==> src/rtl/fetch_buffered_pkg.sv <==
// Shared defaults for the light RV32I fetch path.
package fetch_buffered_pkg;
  localparam int unsigned XLEN_DEF     = 32;
  localparam logic [31:0] RESET_PC_DEF = 32'h0000_0000;
  // Decode inserts this when it needs a bubble.
  localparam logic [31:0] INSTR_NOP    = 32'h0000_0013;
endpackage

==> src/rtl/fetch_buffered_sync_fifo.sv <==
// Synchronous FIFO with flush; pointers and count reset, storage does not.
module sync_fifo #(
  parameter int WIDTH = 64,
  parameter int DEPTH = 4,
  localparam int AW = (DEPTH > 1) ? $clog2(DEPTH) : 1,
  localparam int CW = $clog2(DEPTH + 1)
) (
  input  logic             clk,
  input  logic             reset,
  input  logic             flush,
  input  logic             push,
  input  logic             pop,
  input  logic [WIDTH-1:0] wdata,
  output logic [WIDTH-1:0] rdata,
  output logic             full,
  output logic             empty,
  output logic [CW-1:0]    count
);
  logic [WIDTH-1:0] mem_q [DEPTH];
  logic [AW-1:0]    wr_ptr_q, wr_ptr_d, rd_ptr_q, rd_ptr_d;
  logic [CW-1:0]    count_q, count_d;
  logic             do_push, do_pop;

  assign do_push = push && !flush;
  assign do_pop  = pop && !flush && (count_q != '0);

  always_comb begin
    wr_ptr_d = wr_ptr_q;
    rd_ptr_d = rd_ptr_q;
    count_d  = count_q;
    if (flush) begin
      wr_ptr_d = '0;
      rd_ptr_d = '0;
      count_d  = '0;
    end else begin
      if (do_push) wr_ptr_d = wr_ptr_q + AW'(1);
      if (do_pop)  rd_ptr_d = rd_ptr_q + AW'(1);
      count_d = count_q + CW'(do_push) - CW'(do_pop);
    end
  end

  always_ff @(posedge clk or posedge reset) begin
    if (reset) begin
      wr_ptr_q <= '0;
      rd_ptr_q <= '0;
      count_q  <= '0;
    end else begin
      wr_ptr_q <= wr_ptr_d;
      rd_ptr_q <= rd_ptr_d;
      count_q  <= count_d;
    end
  end

  always_ff @(posedge clk) begin
    if (do_push) mem_q[wr_ptr_q] <= wdata;
  end

  assign rdata = mem_q[rd_ptr_q];
  assign full  = (count_q == CW'(DEPTH));
  assign empty = (count_q == '0);
  assign count = count_q;
endmodule

==> src/rtl/fetch_buffered.sv <==
// Buffered fetch stage: sequential PC generation, credit-limited imem requests,
// prefetch FIFO toward decode, and redirect flush with in-flight response dropping.
module fetch_buffered
  import fetch_buffered_pkg::*;
#(
  parameter int              XLEN            = XLEN_DEF,
  parameter logic [XLEN-1:0] RESET_PC        = XLEN'(RESET_PC_DEF),
  parameter int              FIFO_DEPTH      = 4,
  parameter int              MAX_OUTSTANDING = 2
) (
  input  logic            clk,
  input  logic            reset,
  input  logic            i_redirect,
  input  logic [XLEN-1:0] i_redirect_pc,
  output logic            o_imem_req_valid,
  output logic [XLEN-1:0] o_imem_req_addr,
  input  logic            i_imem_req_ready,
  input  logic            i_imem_resp_valid,
  input  logic [31:0]     i_imem_resp_data,
  output logic            o_valid,
  output logic [XLEN-1:0] o_pc,
  output logic [31:0]     o_instr,
  input  logic            i_ready
);
  localparam int CW = $clog2(FIFO_DEPTH + 1);

  logic [XLEN-1:0] fetch_pc_q, fetch_pc_d, resp_pc_q, resp_pc_d, redirect_tgt;
  logic [CW-1:0]   outstanding_q, outstanding_d, drop_cnt_q, drop_cnt_d;
  logic [CW-1:0]   fifo_count;
  logic [CW:0]     credits_used;
  logic            fifo_full, fifo_empty, req_fire, resp_drop, fifo_push, fifo_pop;
  logic [XLEN+31:0] fifo_rdata;
  logic            unused_pc_lsb;

  assign redirect_tgt  = {i_redirect_pc[XLEN-1:2], 2'b00};
  assign unused_pc_lsb = ^i_redirect_pc[1:0];

  // Every in-flight request owns a FIFO slot, so a response always has room.
  assign credits_used     = {1'b0, outstanding_q} + {1'b0, fifo_count};
  assign o_imem_req_valid = !reset && !i_redirect
                            && (outstanding_q < CW'(MAX_OUTSTANDING))
                            && (credits_used < (CW+1)'(FIFO_DEPTH));
  assign o_imem_req_addr  = fetch_pc_q;
  assign req_fire         = o_imem_req_valid && i_imem_req_ready;

  assign resp_drop = (drop_cnt_q != '0);
  assign fifo_push = i_imem_resp_valid && !resp_drop && !i_redirect;
  assign o_valid   = !fifo_empty && !i_redirect;
  assign fifo_pop  = o_valid && i_ready;
  assign o_pc      = fifo_empty ? '0 : fifo_rdata[XLEN+31:32];
  assign o_instr   = fifo_empty ? '0 : fifo_rdata[31:0];

  always_comb begin
    fetch_pc_d    = fetch_pc_q;
    resp_pc_d     = resp_pc_q;
    outstanding_d = outstanding_q;
    drop_cnt_d    = drop_cnt_q;
    if (i_redirect) begin
      fetch_pc_d    = redirect_tgt;
      resp_pc_d     = redirect_tgt;
      outstanding_d = outstanding_q - CW'(i_imem_resp_valid);
      drop_cnt_d    = outstanding_q - CW'(i_imem_resp_valid);
    end else begin
      if (req_fire) fetch_pc_d = fetch_pc_q + XLEN'(4);
      outstanding_d = outstanding_q + CW'(req_fire) - CW'(i_imem_resp_valid);
      if (i_imem_resp_valid) begin
        if (resp_drop) drop_cnt_d = drop_cnt_q - CW'(1);
        else           resp_pc_d  = resp_pc_q + XLEN'(4);
      end
    end
  end

  always_ff @(posedge clk or posedge reset) begin
    if (reset) begin
      fetch_pc_q    <= RESET_PC;
      resp_pc_q     <= RESET_PC;
      outstanding_q <= '0;
      drop_cnt_q    <= '0;
    end else begin
      fetch_pc_q    <= fetch_pc_d;
      resp_pc_q     <= resp_pc_d;
      outstanding_q <= outstanding_d;
      drop_cnt_q    <= drop_cnt_d;
    end
  end

  sync_fifo #(.WIDTH(XLEN + 32), .DEPTH(FIFO_DEPTH)) u_fifo (
    .clk   (clk),
    .reset (reset),
    .flush (i_redirect),
    .push  (fifo_push),
    .pop   (fifo_pop),
    .wdata ({resp_pc_q, i_imem_resp_data}),
    .rdata (fifo_rdata),
    .full  (fifo_full),
    .empty (fifo_empty),
    .count (fifo_count)
  );

  a_no_overflow: assert property (@(posedge clk) disable iff (reset) fifo_push |-> !fifo_full);
  a_resp_expected: assert property (@(posedge clk) disable iff (reset)
                                    i_imem_resp_valid |-> (outstanding_q != '0));
endmodule

==> config.mk <==
export PLATFORM = sky130hd
export DESIGN_NAME = fetch_buffered
export DESIGN_NICKNAME = d
export VERILOG_FILES = /design/src/rtl/fetch_buffered_pkg.sv /design/src/rtl/fetch_buffered_sync_fifo.sv /design/src/rtl/fetch_buffered.sv
export SDC_FILE = /design/constraint.sdc
export NUM_CORES = 1
export LEC_CHECK = 0
export ABC_AREA = 1
export CORE_MARGIN = 3
export CORE_UTILIZATION = 50
export CTS_CLUSTER_DIAMETER = 40
export DETAILED_ROUTE_END_ITERATION = 6
export MAX_ROUTING_LAYER = met4
export PLACE_DENSITY = 0.79
export SLEW_MARGIN = 20
export SYNTH_ARGS = -nofsm -noshare
export SYNTH_HDL_FRONTEND = slang
export SYNTH_HIERARCHICAL = 1
export SYNTH_SLANG_ARGS = --single-unit
==> constraint.sdc <==
create_clock -name clk -period 4.95 [get_ports clk]
set_input_delay 0.495 -clock clk [delete_from_list [all_inputs] [get_ports clk]]
set_output_delay 0.495 -clock clk [all_outputs]
set_load 0.01 [all_outputs]
---- Word level (Yosys, flattened, before mapping) ----
Memories as Yosys holds them, arrays and structs flattened.
Index checks and enable logic that the tools add are counted.
cells by class
  mux-type cells .......................... 18
  reduce and logical (&&, ||, !) cells .... 25
  eq/ne operators ......................... 1
  magnitude comparators ................... 2
  add/subtract/negate cells ............... 11
operators by type and width
  kind                   count
  $mux 32                7
  $add 32x3->32 const B  2
  $mux 3                 5
  $logic_and 1x1->1      11
  $reduce_bool 2->1      5
  $sub 3x1->3            3
  $mux 2                 4
  $add 3x1->3            2
  $reduce_bool 3->1      2
  $add 2x1->2 const B    2
  $add 3x3->4            1
  $logic_not 1->1        4
  $lt 4x3->1 const B     1
  $reduce_and 2->1       2
  $logic_not 3->1        1
  $lt 3x2->1 const B     1
  $sub 3x1->3 const B    1
  $mux 1                 2
  $ne 2x2->1 const B     1
storage, ports and cells
  memories ................................ 1
  RAM bits ................................ 256
  bits in registers ....................... 77
  output and inout bits ................... 98
memories
  name          words  bits a word  rd ports  clocked after Yosys merged registers in  write ports  line                            source
  u_fifo.mem_q  4      64           1         0                                        1            fetch_buffered_sync_fifo.sv:19  logic [WIDTH-1:0] mem_q [DEPTH];

---- Longest topological paths before layout ----
  depth after elaboration ................. 8
  mapped depth ............................ 17

---- Hierarchy ----
The synthesis kept the hierarchy.
by module, submodules not included
  module          area an instance (um2)  times used  cells an instance
  sync_fifo       10586.4                 1           812
  fetch_buffered  5257.5                  1           831

---- Least setup slack after synthesis ----
Ideal clock, no wire load.
  path kind ............................... reg2reg
  from .................................... register drop_cnt_q[0]
  to ...................................... memory u_fifo.mem_q[0][0], enable pin
  arrival ................................. 4.077 ns
  cell stages (with the launch flop) ...... 9
  buffers on the path ..................... 2
  data required time ...................... 4.464 ns
  period minus slack after synthesis ...... 4.564 ns
  library setup time ...................... 0.486 ns
  path slack .............................. 0.386 ns
  cell sequence ........................... dfrtp_1 inv_1 ha_1 nand3_1 nor2_1 buf_2 buf_2 nand2_1 nor2_1
on the way
  cells in the longest elaborated chain, start to end .. 7
RTL lines
  item                             line                            source
  start, declared                  fetch_buffered.sv:28            logic [CW-1:0] outstanding_q, outstanding_d, drop_cnt_q, drop_cnt_d;
  start signal, assigned           fetch_buffered.sv:83            drop_cnt_q <= drop_cnt_d;
  $reduce_bool 3->1                fetch_buffered.sv:46            assign resp_drop = (drop_cnt_q != '0);
  $logic_not 1->1                  fetch_buffered.sv:47            assign fifo_push = i_imem_resp_valid && !resp_drop && !i_redirect;
  $logic_and 1x1->1 (2 in series)  fetch_buffered.sv:47
  via fifo_push                    fetch_buffered.sv:31            logic fifo_full, fifo_empty, req_fire, resp_drop, fifo_push, fifo_pop;
  $logic_and 1x1->1                fetch_buffered_sync_fifo.sv:24  assign do_push = push && !flush;
  $mux 1                           fetch_buffered_sync_fifo.sv:55  if (do_push) mem_q[wr_ptr_q] <= wdata;
  $mux 1 (implied by the code)     fetch_buffered_sync_fifo.sv:55
  end, declared                    fetch_buffered_sync_fifo.sv:19
The timed path passes the listed nets, and every way through them passes these cells.

---- Worst setup path in the final report ----
  from .................................... register u_fifo.rd_ptr_q[1]
  to ...................................... output o_instr[16]
on the way
  cells in the longest elaborated chain, start to end .. 2
RTL lines
  item                    line                            source
  start, declared         fetch_buffered_sync_fifo.sv:20  logic [AW-1:0] wr_ptr_q, wr_ptr_d, rd_ptr_q, rd_ptr_d;
  start signal, assigned  fetch_buffered_sync_fifo.sv:49  rd_ptr_q <= rd_ptr_d;
  $mem_v2 4x64            n/a
  via fifo_rdata[16]      fetch_buffered.sv:32            logic [XLEN+31:0] fifo_rdata;
  $mux 32                 fetch_buffered.sv:51            assign o_instr = fifo_empty ? '0 : fifo_rdata[31:0];
  end, declared           fetch_buffered.sv:22            output logic [31:0] o_instr,
The timed path passes the listed nets, and every way through them passes these cells.

==> reports/results.tsv <==
metric	value	unit
path_clk_slew	0.06	ns
slew_headroom	27.2	%
syn2layout_area_growth	20.8	%
grt_use_met1	28.1	%
period_share	71.8	%
rows	64	
worst_slew_pin_slew	1.09	ns
hold_path.class	input port to async pin	
slowest_stage	dfrtp_4	
clock_skew	0.0217	ns
diodes	0	
nets	1891	
hold_violations	0	
avgViaCountPerCell	5.23	
crit_buf_inv	3	
place_area	17700	µm²
cp_data_required_time	4.45	ns
antenna_left	0	
drtIter0Drc	817	
numCtsBuffers	41	
p_leak	7.77	nW
p_total	7.21	mW
vias	11657	
cts-root-buf	clkbuf_16	
cts_resized	0	
internal-power	5.39	mW
place.gp.congestion	0.905	
wl_per_cell	15.7	µm
insertion_delay	0.54	ns
cp_slowest_stage_delay	1.14	ns
cap_viol_max_count	0	
core_area	30900	µm²
gr-total-overflow	0	
portBuffers	163	
cts_tree	done	
drive_above_1_share	6.98	%
route.detailed.drc	0	
tns	0	ns
drtPass1Iterations	5	
routed_wl	34900	µm
crit_family	flip-flops	
cts.path.max_buffers	3	
hpwl	22300	µm
critPathMaxFanout	97	
cts_setup_buffers	0	
initial_core_util	51.2	%
end_kind	primary output	
p_sw	1.82	mW
design.die.area	33900	µm²
cts.sinks	329	
regArea	9520	µm²
grt_pass1_wl	55500	µm
start_kind	flop	
synth.avg_cell_area	9.65	µm²
grt_pass1_vias	11091	
dpl_worst_slack	1.69	ns
n_fill_cell	2409	
gr-usage-all-layers	21.0	%
multi_input_area	4800	µm²
io_pins	168	
syn_area	15800	µm²
syn_inst	1642	
p_clk_share	42.8	%
pwr-share-comb	10.5	%
rsz0062_at_grt	no	
htreeDepth	2	
power_frac_seq	46.7	%
top_usage_layer	met2	
grtUsageMet3	3.62	%
maxSlewViolCount	0	
yosysWarnings	6	
finalInstanceArea	19100	µm²
finalCriticalPeriod	3.56	ns
use_met2	33.7	%
hold_buffers	0	
grt_max_degree	115	
finalWorstSetupSlack	1.39	ns
setup_viol	0	
die_y	184	µm
pwr_density_cell	377	nW/µm²
critical_path_class	flop to primary output	
die_x	184	µm
arrival	3.06	ns
max_freq	281	MHz
crit_chain	buf_4, o211ai_1, nand2_1, inv_1, nor2_1, clkdlybuf4s50_1	
antenna_found_initial	0	
swShare	25.3	%
peakVddDrop	0.233	mV
status	complete, no violations	
## flip-flops by register name, indices dropped and copies added, names as in the netlist
name / flops
u_fifo/mem_q: 256
o_imem_req_addr: 30
resp_pc_q: 30
outstanding_q: 3
u_fifo/wr_ptr_q: 2
u_fifo/count: 3
u_fifo/rd_ptr_q: 2
drop_cnt_q: 3
## cells in the final DEF (no fill, tap or decap), types with 5 or more instances in the layout
cell type,instances
nor3_1,12
ha_1,17
inv_2,6
xor2_1,28
o21ai_0,68
nor2_1,145
clkbuf_1,6
inv_1,286
nand3_1,61
nand4_1,12
dfrtp_1,71
clkdlybuf4s50_1,162
o211ai_1,75
o21ai_1,30
nand2_2,8
edfxtp_1,256
bufinv_16,5
clkbuf_16,43
a21oi_1,74
inv_6,6
nor2_4,11
buf_4,11
conb_1,10
nand2_1,374
## final timing paths
check	from	endpoint	cells past startpoint	slack, ns
min in group clk	drop_cnt_q[1]$_DFFE_PP0P_	drop_cnt_q[1]$_DFFE_PP0P_	2	0.58
max in group asynchronous	reset	resp_pc_q[19]$_DFFE_PP0P_	3	3.41
max	u_fifo/rd_ptr_q[1]$_DFFE_PP0P_	o_instr[16]	6	1.39
min	reset	u_fifo/rd_ptr_q[0]$_DFFE_PP0P_	2	0.41
min reg2reg	drop_cnt_q[1]$_DFFE_PP0P_	drop_cnt_q[1]$_DFFE_PP0P_	2	0.58
max reg2reg	drop_cnt_q[0]$_DFFE_PP0P_	u_fifo/mem_q[0][55]$_DFFE_PP_	7	2.15
## power groups by stage
stage                     Sequential [mW]  Clock, mW  Combinational, mW
after global routing                 3.39       3.25              0.846
after global placement               3.40          0              0.722
after CTS                            3.36       3.13              0.758
after detailed placement             3.41          0              0.746
after floorplan                      3.36          0              0.448
final                                3.36       3.09              0.758
## per-layer routing
metal / vias to the layer above / wire (µm)
li1: 5679 / -
met3: 65 / 2620
met1: 5500 / 15300
met5: - / 0
met4: 0 / 647
met2: 413 / 16400
## stage by stage
stage	hold WS (ns)	util (%)	instances
4_1_cts	0.368	61.8	2229
5_1_grt	0.423	61.9	2230
6_report	0.410	61.9	2230
3_5_place_dp	0.568	57.2	2154
3_3_place_gp	0.549	57.2	2154
2_1_floorplan	0.298	-	1651
## cell type report
class	instances	area share [%]
multi-input combinational	960	25.1
tap	396	2.59
timing repair buffer	177	9.28
clock inverter	25	1.75
sequential	329	49.7
inverter	293	5.75
clock buffer	50	5.81
No activity file was read; power rests on OpenSTA's default activity.
